`config.mk`:
```
export PLATFORM = sky130hd
export DESIGN_NAME = motor_pwm_driver
export DESIGN_NICKNAME = d
export VERILOG_FILES = /design/src/rtl/motor_pkg.sv /design/src/rtl/motor_channel.sv /design/src/rtl/motor_pwm_driver.sv
export SDC_FILE = /design/constraint.sdc
export NUM_CORES = 1
export LEC_CHECK = 0
export BUFFER_PORTS_ARGS = -buffer_cell sky130_fd_sc_hd__clkbuf_2
export CAP_MARGIN = 20
export CORE_ASPECT_RATIO = 0.75
export CORE_MARGIN = 8
export CORE_UTILIZATION = 30
export CTS_CLUSTER_SIZE = 30
export DETAILED_ROUTE_END_ITERATION = 10
export GPL_TIMING_DRIVEN = 0
export SLEW_MARGIN = 20
export SYNTH_ARGS = -nofsm -noshare
export SYNTH_HDL_FRONTEND = slang
export SYNTH_SLANG_ARGS = --single-unit
```
`constraint.sdc`:
```
create_clock -name clk -period 2.6 [get_ports clk]
set_input_delay 0.26 -clock clk [delete_from_list [all_inputs] [get_ports clk]]
set_output_delay 0.26 -clock clk [all_outputs]
set_load 0.01 [all_outputs]
```
`src/rtl/motor_pkg.sv`:
```
// Shared encodings, channel state type and command payload for the dual H-bridge PWM driver.
package motor_pkg;

  localparam int unsigned DUTY_W = 12;

  // Bridge input pair encodings
  localparam logic [1:0] COAST = 2'b00;
  localparam logic [1:0] DRV_P = 2'b01;
  localparam logic [1:0] DRV_N = 2'b10;

  // Movement codes from the line-following controller ({pair A, pair B})
  localparam logic [3:0] FWD   = 4'b0110;
  localparam logic [3:0] BWD   = 4'b1001;
  localparam logic [3:0] LEFT  = 4'b0101;
  localparam logic [3:0] RIGHT = 4'b1010;
  localparam logic [3:0] STOP  = 4'b0000;

  typedef enum logic [1:0] {
    ST_IDLE = 2'd0,
    ST_RUN  = 2'd1,
    ST_DEAD = 2'd2
  } ch_state_e;

  typedef struct packed {
    logic [1:0]        pair;
    logic [DUTY_W-1:0] duty;
  } ch_cmd_t;

  // Both bridge inputs high would short the supply; treat it as coast.
  function automatic logic [1:0] sanitize_pair(input logic [1:0] p);
    return (p == 2'b11) ? COAST : p;
  endfunction

endpackage

```
`src/rtl/motor_channel.sv`:
```
// One H-bridge channel: direction FSM with dead time, applied duty and PWM compare.
// Define MOTOR_PWM_RAMP_EN to ramp the applied duty toward the target by RAMP_STEP per period.
module motor_channel
  import motor_pkg::*;
#(
  parameter int unsigned PERIOD       = 4096,
  parameter int unsigned DEAD_PERIODS = 2,
  parameter int unsigned RAMP_STEP    = 256,
  parameter int unsigned CNT_W        = $clog2(PERIOD)
) (
  input  logic             clk,
  input  logic             rst_n,
  input  logic             boundary,
  input  logic [CNT_W-1:0] cnt,
  input  ch_cmd_t          cmd,
  output logic             pwm,
  output logic [1:0]       in_pair,
  output logic             dead
);

  localparam int unsigned DEAD_W = $clog2(DEAD_PERIODS + 1);

`ifdef MOTOR_PWM_RAMP_EN
  localparam bit RAMP_EN = 1'b1;
`else
  localparam bit RAMP_EN = 1'b0;
`endif

  ch_state_e         state;
  logic [1:0]        tgt_pair;
  logic [DUTY_W-1:0] duty;
  logic [DEAD_W-1:0] dead_cnt;

  logic [1:0]        req_pair;
  logic [DUTY_W-1:0] run_duty;
  logic [DUTY_W-1:0] entry_duty;

  function automatic logic pwm_on(input logic [CNT_W-1:0] c, input logic [DUTY_W-1:0] d);
    return (32'(d) >= PERIOD) || (32'(c) < 32'(d));
  endfunction

  // Rising duty climbs by RAMP_STEP and saturates at target; falling duty snaps to target.
  function automatic logic [DUTY_W-1:0] ramp_toward(input logic [DUTY_W-1:0] cur,
                                                    input logic [DUTY_W-1:0] tgt);
    logic [31:0] sum;
    sum = 32'(cur) + 32'(RAMP_STEP);
    if ((tgt <= cur) || (sum >= 32'(tgt))) return tgt;
    return DUTY_W'(sum);
  endfunction

  always_comb begin
    req_pair   = sanitize_pair(cmd.pair);
    run_duty   = RAMP_EN ? ramp_toward(duty, cmd.duty) : cmd.duty;
    entry_duty = RAMP_EN ? ramp_toward(DUTY_W'(0), cmd.duty) : cmd.duty;
  end

  // Commands are acted on only at the period boundary; pwm is the registered compare.
  always_ff @(posedge clk or negedge rst_n) begin
    if (!rst_n) begin
      state    <= ST_IDLE;
      tgt_pair <= COAST;
      in_pair  <= COAST;
      duty     <= '0;
      dead_cnt <= '0;
      pwm      <= 1'b0;
      dead     <= 1'b0;
    end else if (boundary) begin
      pwm <= 1'b0;
      case (state)
        ST_IDLE: begin
          if (req_pair != COAST) begin
            state    <= ST_DEAD;
            tgt_pair <= req_pair;
            dead_cnt <= DEAD_W'(DEAD_PERIODS);
            dead     <= 1'b1;
          end
        end
        ST_RUN: begin
          if (req_pair == in_pair) begin
            duty <= run_duty;
            pwm  <= pwm_on(cnt, run_duty);
          end else if (req_pair == COAST) begin
            state   <= ST_IDLE;
            in_pair <= COAST;
            duty    <= '0;
          end else begin
            state    <= ST_DEAD;
            tgt_pair <= req_pair;
            in_pair  <= COAST;
            duty     <= '0;
            dead_cnt <= DEAD_W'(DEAD_PERIODS);
            dead     <= 1'b1;
          end
        end
        ST_DEAD: begin
          if (req_pair == COAST) begin
            state    <= ST_IDLE;
            dead_cnt <= '0;
            dead     <= 1'b0;
          end else if (req_pair != tgt_pair) begin
            tgt_pair <= req_pair;
            dead_cnt <= DEAD_W'(DEAD_PERIODS);
          end else if (dead_cnt <= DEAD_W'(1)) begin
            state    <= ST_RUN;
            in_pair  <= tgt_pair;
            duty     <= entry_duty;
            pwm      <= pwm_on(cnt, entry_duty);
            dead_cnt <= '0;
            dead     <= 1'b0;
          end else begin
            dead_cnt <= dead_cnt - DEAD_W'(1);
          end
        end
        default: begin
          state    <= ST_IDLE;
          in_pair  <= COAST;
          duty     <= '0;
          dead_cnt <= '0;
          dead     <= 1'b0;
        end
      endcase
    end else begin
      pwm <= (state == ST_RUN) && pwm_on(cnt, duty);
    end
  end

endmodule

```
`src/rtl/motor_pwm_driver.sv`:
```
// Dual-channel H-bridge PWM driver: shared period counter feeding two dead-time protected channels.
// Duty ramping is enabled by defining MOTOR_PWM_RAMP_EN (see motor_channel).
module motor_pwm_driver
  import motor_pkg::*;
#(
  parameter int unsigned PERIOD       = 4096,
  parameter int unsigned DEAD_PERIODS = 2,
  parameter int unsigned RAMP_STEP    = 256
) (
  input  logic              clk,
  input  logic              rst_n,
  input  logic [3:0]        Direction,
  input  logic [DUTY_W-1:0] DutyA,
  input  logic [DUTY_W-1:0] DutyB,
  output logic              pwm_a,
  output logic              pwm_b,
  output logic [1:0]        in_a,
  output logic [1:0]        in_b,
  output logic              dead_a,
  output logic              dead_b
);

  localparam int unsigned CNT_W = $clog2(PERIOD);

  logic [CNT_W-1:0] cnt;
  logic             boundary_c;
  ch_cmd_t          cmd_a;
  ch_cmd_t          cmd_b;

  assign boundary_c = (cnt == CNT_W'(PERIOD - 1));
  assign cmd_a      = '{pair: Direction[3:2], duty: DutyA};
  assign cmd_b      = '{pair: Direction[1:0], duty: DutyB};

  // Free-running period counter shared by both channels
  always_ff @(posedge clk or negedge rst_n) begin
    if (!rst_n) begin
      cnt <= '0;
    end else if (boundary_c) begin
      cnt <= '0;
    end else begin
      cnt <= cnt + CNT_W'(1);
    end
  end

  motor_channel #(
    .PERIOD       (PERIOD),
    .DEAD_PERIODS (DEAD_PERIODS),
    .RAMP_STEP    (RAMP_STEP),
    .CNT_W        (CNT_W)
  ) u_ch_a (
    .clk      (clk),
    .rst_n    (rst_n),
    .boundary (boundary_c),
    .cnt      (cnt),
    .cmd      (cmd_a),
    .pwm      (pwm_a),
    .in_pair  (in_a),
    .dead     (dead_a)
  );

  motor_channel #(
    .PERIOD       (PERIOD),
    .DEAD_PERIODS (DEAD_PERIODS),
    .RAMP_STEP    (RAMP_STEP),
    .CNT_W        (CNT_W)
  ) u_ch_b (
    .clk      (clk),
    .rst_n    (rst_n),
    .boundary (boundary_c),
    .cnt      (cnt),
    .cmd      (cmd_b),
    .pwm      (pwm_b),
    .in_pair  (in_b),
    .dead     (dead_b)
  );

endmodule

```
==> results of run 1 <==
-- worst min-delay path by stage --
| stage | slack [ps] | to |
|---|---|---|
| floorplan | -40 | cnt[0]$_DFF_PN0_ |
| global placement | 460 | u_ch_a.duty[1]$_DFFE_PN0P_ |
| detailed placement | 170 | u_ch_a.dead_cnt[0]$_DFFE_PN0P_ |
| CTS | 190 | u_ch_b.duty[1]$_DFFE_PN0P_ |
| global route | 200 | u_ch_b.duty[3]$_DFFE_PN0P_ |
| finish | 200 | u_ch_a.duty[9]$_DFFE_PN0P_ |
-- cells in the mapped netlist, drive strengths merged, types with 7 or more instances --
library cell	number	area, sq um
nand2	77	289
a21o	9	67.6
nor2	19	71.3
o21ai	39	195
nand4	16	115
xor2	10	87.6
nand3	10	50.1
nor3	7	46.3
inv	58	218
a21oi	13	65.1
ha	59	738
dfrtp	56	1400
-- power by group through the flow --
| stage | combinational [mW] | sequential [mW] | clock (mW) |
|---|---|---|---|
| floorplan | 0.0667 | 0.888 | 0 |
| global placement | 0.128 | 0.888 | 0 |
| detailed placement | 0.138 | 0.887 | 0 |
| CTS | 0.139 | 0.870 | 0.858 |
| global route | 0.157 | 0.870 | 0.893 |
| finish | 0.137 | 0.870 | 0.827 |
-- registers in the layout (all words and copies together) (netlist names) --
signal           cells
cnt                 12
u_ch_b.in_pair       2
u_ch_a.in_pair       2
u_ch_a.duty         12
u_ch_b.dead_cnt      2
u_ch_b.pwm           1
u_ch_b.duty         12
u_ch_b.dead          1
u_ch_a.state         2
u_ch_a.tgt_pair      2
u_ch_b.tgt_pair      2
u_ch_b.state         2
u_ch_a.pwm           1
u_ch_a.dead_cnt      2
u_ch_a.dead          1
-- final cells by class --
class                   instances  area, sq um  share of cell area, %
inverters                      58          218                   4.73
plain buffers                   8         32.5                  0.707
repair buffers                 39          225                   4.89
multi-input cells             333         2330                   50.6
well taps                     171          214                   4.65
flip-flops and latches         56         1400                   30.5
clock buffers                   7          153                   3.32
clock inverters                 1         30.0                  0.653
-- logic make-up after synthesis --
logic type               Yosys count
XOR/XNOR                          16
flip-flops                        56
multiplexers                       6
buffers and inverters             66
AO/OA/AOI/OAI                     88
adder cells (fa/ha/maj)           59
AND/OR/NAND/NOR                  164
-- stage by stage --
| step | cell area (sq um) | worst slack [ps] | utilization, % |
|---|---|---|---|
| floorplan | 3980 | 623 | - |
| global placement | 4380 | 313 | 33.8 |
| detailed placement | 4410 | 306 | 34.0 |
| CTS | 4600 | 285 | 35.5 |
| global route | 4600 | 69.2 | 35.5 |
| finish | 4600 | 291 | 35.5 |
-- per-layer routing --
layer | vias up | part of all wire [%] | GRT usage [%]
li1 | 1669 | - | -
met3 | 9 | 4.9 | 2.93
met5 | - | 0 | 0
met2 | 73 | 42 | 17.6
met1 | 1596 | 52 | 16.6
met4 | 0 | 0.96 | 2.62
-- worst reg2reg max path: stages, from the launching register on --
cell	delay, ps
dfrtp_1	470
ha_1	300
nand3_1	260
nor3_4	390
nand2_1	120
a211o_1	350
mux2_4	310
-- repair_timing --
item	in CTS	in global routing
hold endpoints to repair	13	0
hold buffers	1	0
setup endpoints to repair	0	0
==> results.sh, run 1 <==
export IMPL_status="finished, final reports clean"
export IMPL_cts_tree="yes"
export IMPL_drc=0
export IMPL_slew_headroom_pct=68.5
export IMPL_ios=38
export IMPL_final_cells=673
export IMPL_diodes=0
export IMPL_cp_required_ps=2790
export IMPL_overflow=0
export IMPL_netlist_area_sq_um=3980
export IMPL_hold_path_class="input port to register"
export IMPL_netSwitchingPower_mw=0.402
export IMPL_worstHoldStart="DutyA[9]"
export IMPL_final_setup_tns_ps=0
export IMPL_synth_compound_area_share_pct=13.6
export IMPL_hold_depth=3
export IMPL_r2r_start="cnt[1]$_DFF_PN0_"
export IMPL_hpwl_microns=7860
export IMPL_clkTransAtPathRegs_ps=70
export IMPL_yosys_warnings=0
export IMPL_port_buffers=37
export IMPL_drt_wl_total_microns=9810
export IMPL_swShare_pct=21.9
export IMPL_worstSetupStartpoint="cnt[1]$_DFF_PN0_"
export IMPL_die_area_sq_um=17200
export IMPL_std_cell_rows=36
export IMPL_clock_sinks=56
export IMPL_fp_dieH_microns=116
export IMPL_ir_drop_v=0.000267
export IMPL_period_minus_slack_ps=2310
export IMPL_critical_path_class="register to register"
export IMPL_nets=590
export IMPL_tightest_slew_ps=460
export IMPL_post_cts_buffers=0
export IMPL_finalPower_mw=1.83
export IMPL_synth_fa_ha_area_share_pct=18.5
export IMPL_gp_congestion=0.830
export IMPL_slowest_delay_ps=470
export IMPL_antenna_found_initial=0
export IMPL_worst_endpoint_arrival_ps=2490
export IMPL_initial_core_util_pct=30.7
export IMPL_numCtsBuffers=5
export IMPL_cpMaxStageDelayCell="dfrtp_1"
export IMPL_synth_main_ff_cell="dfrtp_1"
export IMPL_drive_above_1_share_pct=12.2
export IMPL_rsz0062_at_grt="no"
export IMPL_crit_fanout=6
export IMPL_r2r_cells=6
export IMPL_htree_levels=2
export IMPL_rr_endpoint="u_ch_a.tgt_pair[0]$_DFFE_PN0P_"
export IMPL_slew_violations=0
export IMPL_clockBufferDepth=2
export IMPL_endpoint="u_ch_a.tgt_pair[0]$_DFFE_PN0P_"
export IMPL_grt_pass1_vias=3335
export IMPL_ff2ff_setup_slack_ps=290
export IMPL_cp_depth=6
export IMPL_start_kind="register"
export IMPL_max_cap_violations=0
export IMPL_final_cell_mix="nand2_1 (77), ha_1 (59), inv_1 (58)"
export IMPL_fmax_mhz=433
export IMPL_first_pass_iters=4
export IMPL_grt_pass1_wl_microns=16400
export IMPL_fin_skew_ps=6.23
export IMPL_power_density_nw_per_um2=399
export IMPL_die_x_microns=149
export IMPL_cp_end_kind="register"
export IMPL_grt_max_degree=44
export IMPL_postSynthCellCount=455
export IMPL_ys_seq_area_share_pct=35.2
export IMPL_vias_per_cell=4.97
export IMPL_ys_ff_latch=56
export IMPL_dr_first_iter_drc_count=206
export IMPL_placed_cells=664
export IMPL_synth_xor_area_share_pct=3.52
export IMPL_crit_chain="ha_1 > nand3_1 > nor3_4 > nand2_1 > a211o_1 > mux2_4"
export IMPL_insertion_delay_ps=300
export IMPL_avgSynthCellArea_sq_um=8.75
export IMPL_ant_nets=0
export IMPL_cellLeakagePower_nw=2.23
export IMPL_synth_top_family_by_area="simple AND/OR/NAND/NOR gates"
export IMPL_hold_slack_ps=200
export IMPL_via_count=3347
export IMPL_synthSimpleGateAreaFrac_pct=20.9
export IMPL_fillers=1341
export IMPL_wire_per_inst_microns=14.6
export IMPL_combPwrFrac_pct=7.5
export IMPL_cts_resized=0
export IMPL_grtUsageTotal_pct=11.7
export IMPL_post_route_period_util_pct=88.8
export IMPL_yosys_cell_types_count=44
export IMPL_synth_nets=544
export IMPL_synth_async_reset_ratio_pct=100
export IMPL_synthMuxAreaShare_pct=1.89
export IMPL_cts_root_buf="clkbuf_16"
export IMPL_crit_family="simple AND/OR/NAND/NOR gates"
export IMPL_syn_to_final_growth_pct=15.6
export IMPL_synth_edf_count=0
export IMPL_hold_viol_final=0
export IMPL_p_int_mw=1.43
export IMPL_clkPwrFrac_pct=45.1
export IMPL_path_buf_inv=0
export IMPL_seqPwrFrac_pct=47.4
export IMPL_layout_commonest_cell="nand2_1"
export IMPL_setup_viol=0
export IMPL_coreArea_sq_um=13000
Power figures use the tool's default switching activity.
==> run 2: changes to the inputs <==
--- a/config.mk
+++ b/config.mk
@@ -5,6 +5,7 @@
 export SDC_FILE = /design/constraint.sdc
 export NUM_CORES = 1
 export LEC_CHECK = 0
+export ABC_AREA = 1
 export BUFFER_PORTS_ARGS = -buffer_cell sky130_fd_sc_hd__clkbuf_2
 export CAP_MARGIN = 20
 export CORE_ASPECT_RATIO = 0.75
==> run 2 against run 1 <==
Compared with the run above: first-iteration DRC count is 14% lower; clock skew hardly changed; combinational power is essentially flat; via count rose by 7.8%.
==> results.sh, run 2 <==
export IMPL_status="finished, final reports clean"
export IMPL_crit_path_frequent_cell="nand3_1"
export IMPL_grt_pass1_wl_microns=17100
export IMPL_cp_end_kind="register"
export IMPL_slowest_delay_ps=430
export IMPL_coreArea_sq_um=14300
export IMPL_grtUsageTotal_pct=11.4
export IMPL_seqCellArea_sq_um=1400
export IMPL_seqPwrFrac_pct=52.2
export IMPL_via_count=3607
export IMPL_synth_top_area_cell="dfrtp_1"
export IMPL_crit_family="simple AND/OR/NAND/NOR gates"
export IMPL_fin_skew_ps=6.27
export IMPL_yosys_warnings=0
export IMPL_clock_sinks=56
export IMPL_yosysMostFrequentCell="nand2_1"
export IMPL_p_int_mw=1.28
export IMPL_ir_drop_v=0.000252
export IMPL_synth_xor_area_share_pct=1.81
export IMPL_wire_per_inst_microns=11.7
export IMPL_met2_length_microns=4080
export IMPL_ys_ff_latch=56
export IMPL_finalPower_mw=1.68
export IMPL_syn_to_final_growth_pct=14.0
export IMPL_cp_depth=8
export IMPL_cts_root_buf="clkbuf_16"
export IMPL_reg_top3="cnt: 12 flops, u_ch_a.duty: 12 flops, u_ch_b.duty: 12 flops"
export IMPL_path_buf_inv=2
export IMPL_grt_max_degree=45
export IMPL_cellLeakagePower_nw=2.69
export IMPL_numCtsBuffers=5
export IMPL_synth_main_ff_cell="dfrtp_1"
export IMPL_endpoint="u_ch_b.duty[8]$_DFFE_PN0P_"
export IMPL_synthTopCellsByCount="nand2_1 (202), inv_1 (108), ha_1 (59)"
export IMPL_final_setup_tns_ps=0
export IMPL_insertion_delay_ps=300
export IMPL_yosys_cell_types_count=30
export IMPL_combPwrFrac_pct=8.0
export IMPL_setup_viol=0
export IMPL_post_route_period_util_pct=75.6
export IMPL_ff2ff_setup_slack_ps=630
export IMPL_ys_seq_area_share_pct=32.2
export IMPL_fp_dieH_microns=120
export IMPL_synth_fa_ha_area_share_pct=17.0
export IMPL_crit_fanout=10
export IMPL_tightest_slew_ps=488
export IMPL_hpwl_microns=7790
export IMPL_cts_resized=0
export IMPL_ys_top_cells_by_area="dfrtp_1 (32%), nand2_1 (17%), ha_1 (17%), inv_1 (9.3%), nand3_1 (4.3%)"
export IMPL_overflow=0
export IMPL_netlist_area_sq_um=4350
export IMPL_synthSimpleGateAreaFrac_pct=31.3
export IMPL_synth_nets=692
export IMPL_std_cell_rows=38
export IMPL_slew_headroom_pct=67.5
export IMPL_max_cap_violations=0
export IMPL_synth_compound_area_share_pct=6.59
export IMPL_worstSetupStartpoint="u_ch_b.state[1]$_DFFE_PN0P_"
export IMPL_initial_core_util_pct=30.4
export IMPL_htree_levels=2
export IMPL_hold_viol_final=0
export IMPL_clkPwrFrac_pct=39.8
export IMPL_first_pass_iters=5
export IMPL_power_density_nw_per_um2=339
export IMPL_layout_commonest_cell="nand2_1"
export IMPL_swShare_pct=23.9
export IMPL_wl_met1_microns=5340
export IMPL_hold_path_class="input port to register"
export IMPL_clockBufferDepth=2
export IMPL_route_met3_wl_microns=448
export IMPL_cts_tree="yes"
export IMPL_rr_endpoint="u_ch_b.duty[8]$_DFFE_PN0P_"
export IMPL_r2r_cells=8
export IMPL_fillers=1554
export IMPL_start_kind="register"
export IMPL_vias_per_cell=4.25
export IMPL_fmax_mhz=509
export IMPL_period_minus_slack_ps=1970
export IMPL_cpMaxStageDelayCell="dfrtp_1"
export IMPL_port_buffers=37
export IMPL_clkTransAtPathRegs_ps=70
export IMPL_rsz0062_at_grt="no"
export IMPL_antenna_found_initial=1
export IMPL_synthMuxAreaShare_pct=0
export IMPL_critical_path_class="register to register"
export IMPL_multiInputGateArea_sq_um=2470
export IMPL_nets=738
export IMPL_diodes=0
export IMPL_crit_chain="inv_1 > ha_1 > a21boi_0 > nand3_1 > nand2_1 > buf_2 > nand3_1 > o21ai_2"
export IMPL_yosysTopAreaCellShare_pct=32.2
export IMPL_postSynthCellCount=603
export IMPL_synth_edf_count=0
export IMPL_r2r_start="u_ch_b.state[1]$_DFFE_PN0P_"
export IMPL_gp_congestion=0.773
export IMPL_grt_pass1_vias=3460
export IMPL_cp_required_ps=2830
export IMPL_final_cell_mix="nand2_1 (202), inv_1 (108), ha_1 (59)"
export IMPL_netSwitchingPower_mw=0.402
export IMPL_drt_wl_total_microns=9960
export IMPL_synth_top_family_by_area="simple AND/OR/NAND/NOR gates"
export IMPL_worst_endpoint_arrival_ps=2200
export IMPL_drive_above_1_share_pct=12.3
export IMPL_dr_first_iter_drc_count=177
export IMPL_top_layer_used="met5"
export IMPL_synth_async_reset_ratio_pct=100
export IMPL_ios=38
export IMPL_slew_violations=0
export IMPL_die_area_sq_um=18600
export IMPL_drc=0
export IMPL_ant_nets=0
export IMPL_die_x_microns=155
export IMPL_avgSynthCellArea_sq_um=7.21
## run 2: cell types whose count changed after synthesis, sizes merged, moves of 6 or more
cell,previous run,this run
xor2,10,4
nand3,10,41
inv,58,109
nand2,77,206
nand4,16,7
mux2,6,0
nor2,19,45
a21o,9,0
a21oi,13,21
o21ai,39,26
## run 2: how the worst min path moves through the flow
stage	from	endpoint	slack, ps	cells past startpoint
finish	DutyB[3]	u_ch_b.duty[3]$_DFFE_PN0P_	210	3
global route	DutyB[11]	u_ch_b.duty[11]$_DFFE_PN0P_	220	3
CTS	DutyB[3]	u_ch_b.duty[3]$_DFFE_PN0P_	200	3
detailed placement	rst_n	u_ch_a.tgt_pair[1]$_DFFE_PN0P_	160	1
global placement	u_ch_a.duty[1]$_DFFE_PN0P_	u_ch_a.duty[1]$_DFFE_PN0P_	460	2
floorplan	rst_n	cnt[0]$_DFF_PN0_	-40	0
## run 2: repair_timing
action,in CTS,in global routing
setup buffers,0,0
hold endpoints to repair,12,0
hold buffers,1,0
## run 2: final cells by class
cell class,count,share of cell area (%)
timing repair buffer,39,4.54
multi-input combinational,430,49.8
buffer,8,1.41
sequential,56,28.3
clock buffer,6,2.60
clock inverter,1,0.101
inverter,109,8.26
tap,200,5.05
## run 2: per-layer routing
layer  global-route usage (%)  vias to the layer above
li1                         -                     1966
met4                     2.20                        2
met3                     2.67                        9
met2                     17.0                       60
met5                        0                        -
met1                     16.4                     1570
## run 2: worst min-delay path, delay by kind of cell
family | cells | cell delay [ps]
buffers and inverters | 1 | 90
and+or+nand+nor | 1 | 70
AOI/OAI and AO/OA | 1 | 50
## run 2: stage by stage
| stage | cells | setup slack (ps) | util, % | area [sq um] | hold WS, ps |
|---|---|---|---|---|---|
| 5_1_grt | 849 | 390 | 34.6 | 4960 | 222 |
| 3_5_place_dp | 841 | 632 | 33.6 | 4810 | 162 |
| 4_1_cts | 849 | 613 | 34.6 | 4960 | 203 |
| 2_1_floorplan | 603 | 1030 | - | 4350 | -35.6 |
| 3_3_place_gp | 840 | 668 | 33.4 | 4780 | 457 |
| 6_report | 849 | 635 | 34.6 | 4960 | 210 |
## run 2: power by group through the flow
stage / clock network [mW] / logic [mW] / registers [mW]
after global placement: 0 / 0.129 / 0.893
final: 0.668 / 0.135 / 0.876
after floorplan: 0 / 0.0667 / 0.894
after CTS: 0.701 / 0.138 / 0.876
after detailed placement: 0 / 0.136 / 0.893
after global routing: 0.722 / 0.158 / 0.876
## run 2: cell families (layout without fill, tap and decap cells)
family / count (synthesis) / after routing
flip-flops: 56 / 56
XOR/XNOR: 9 / 9
adder cells (fa/ha/maj): 59 / 59
AO/OA/AOI/OAI: 50 / 50
AND/OR/NAND/NOR: 312 / 312
buffers and inverters: 117 / 163
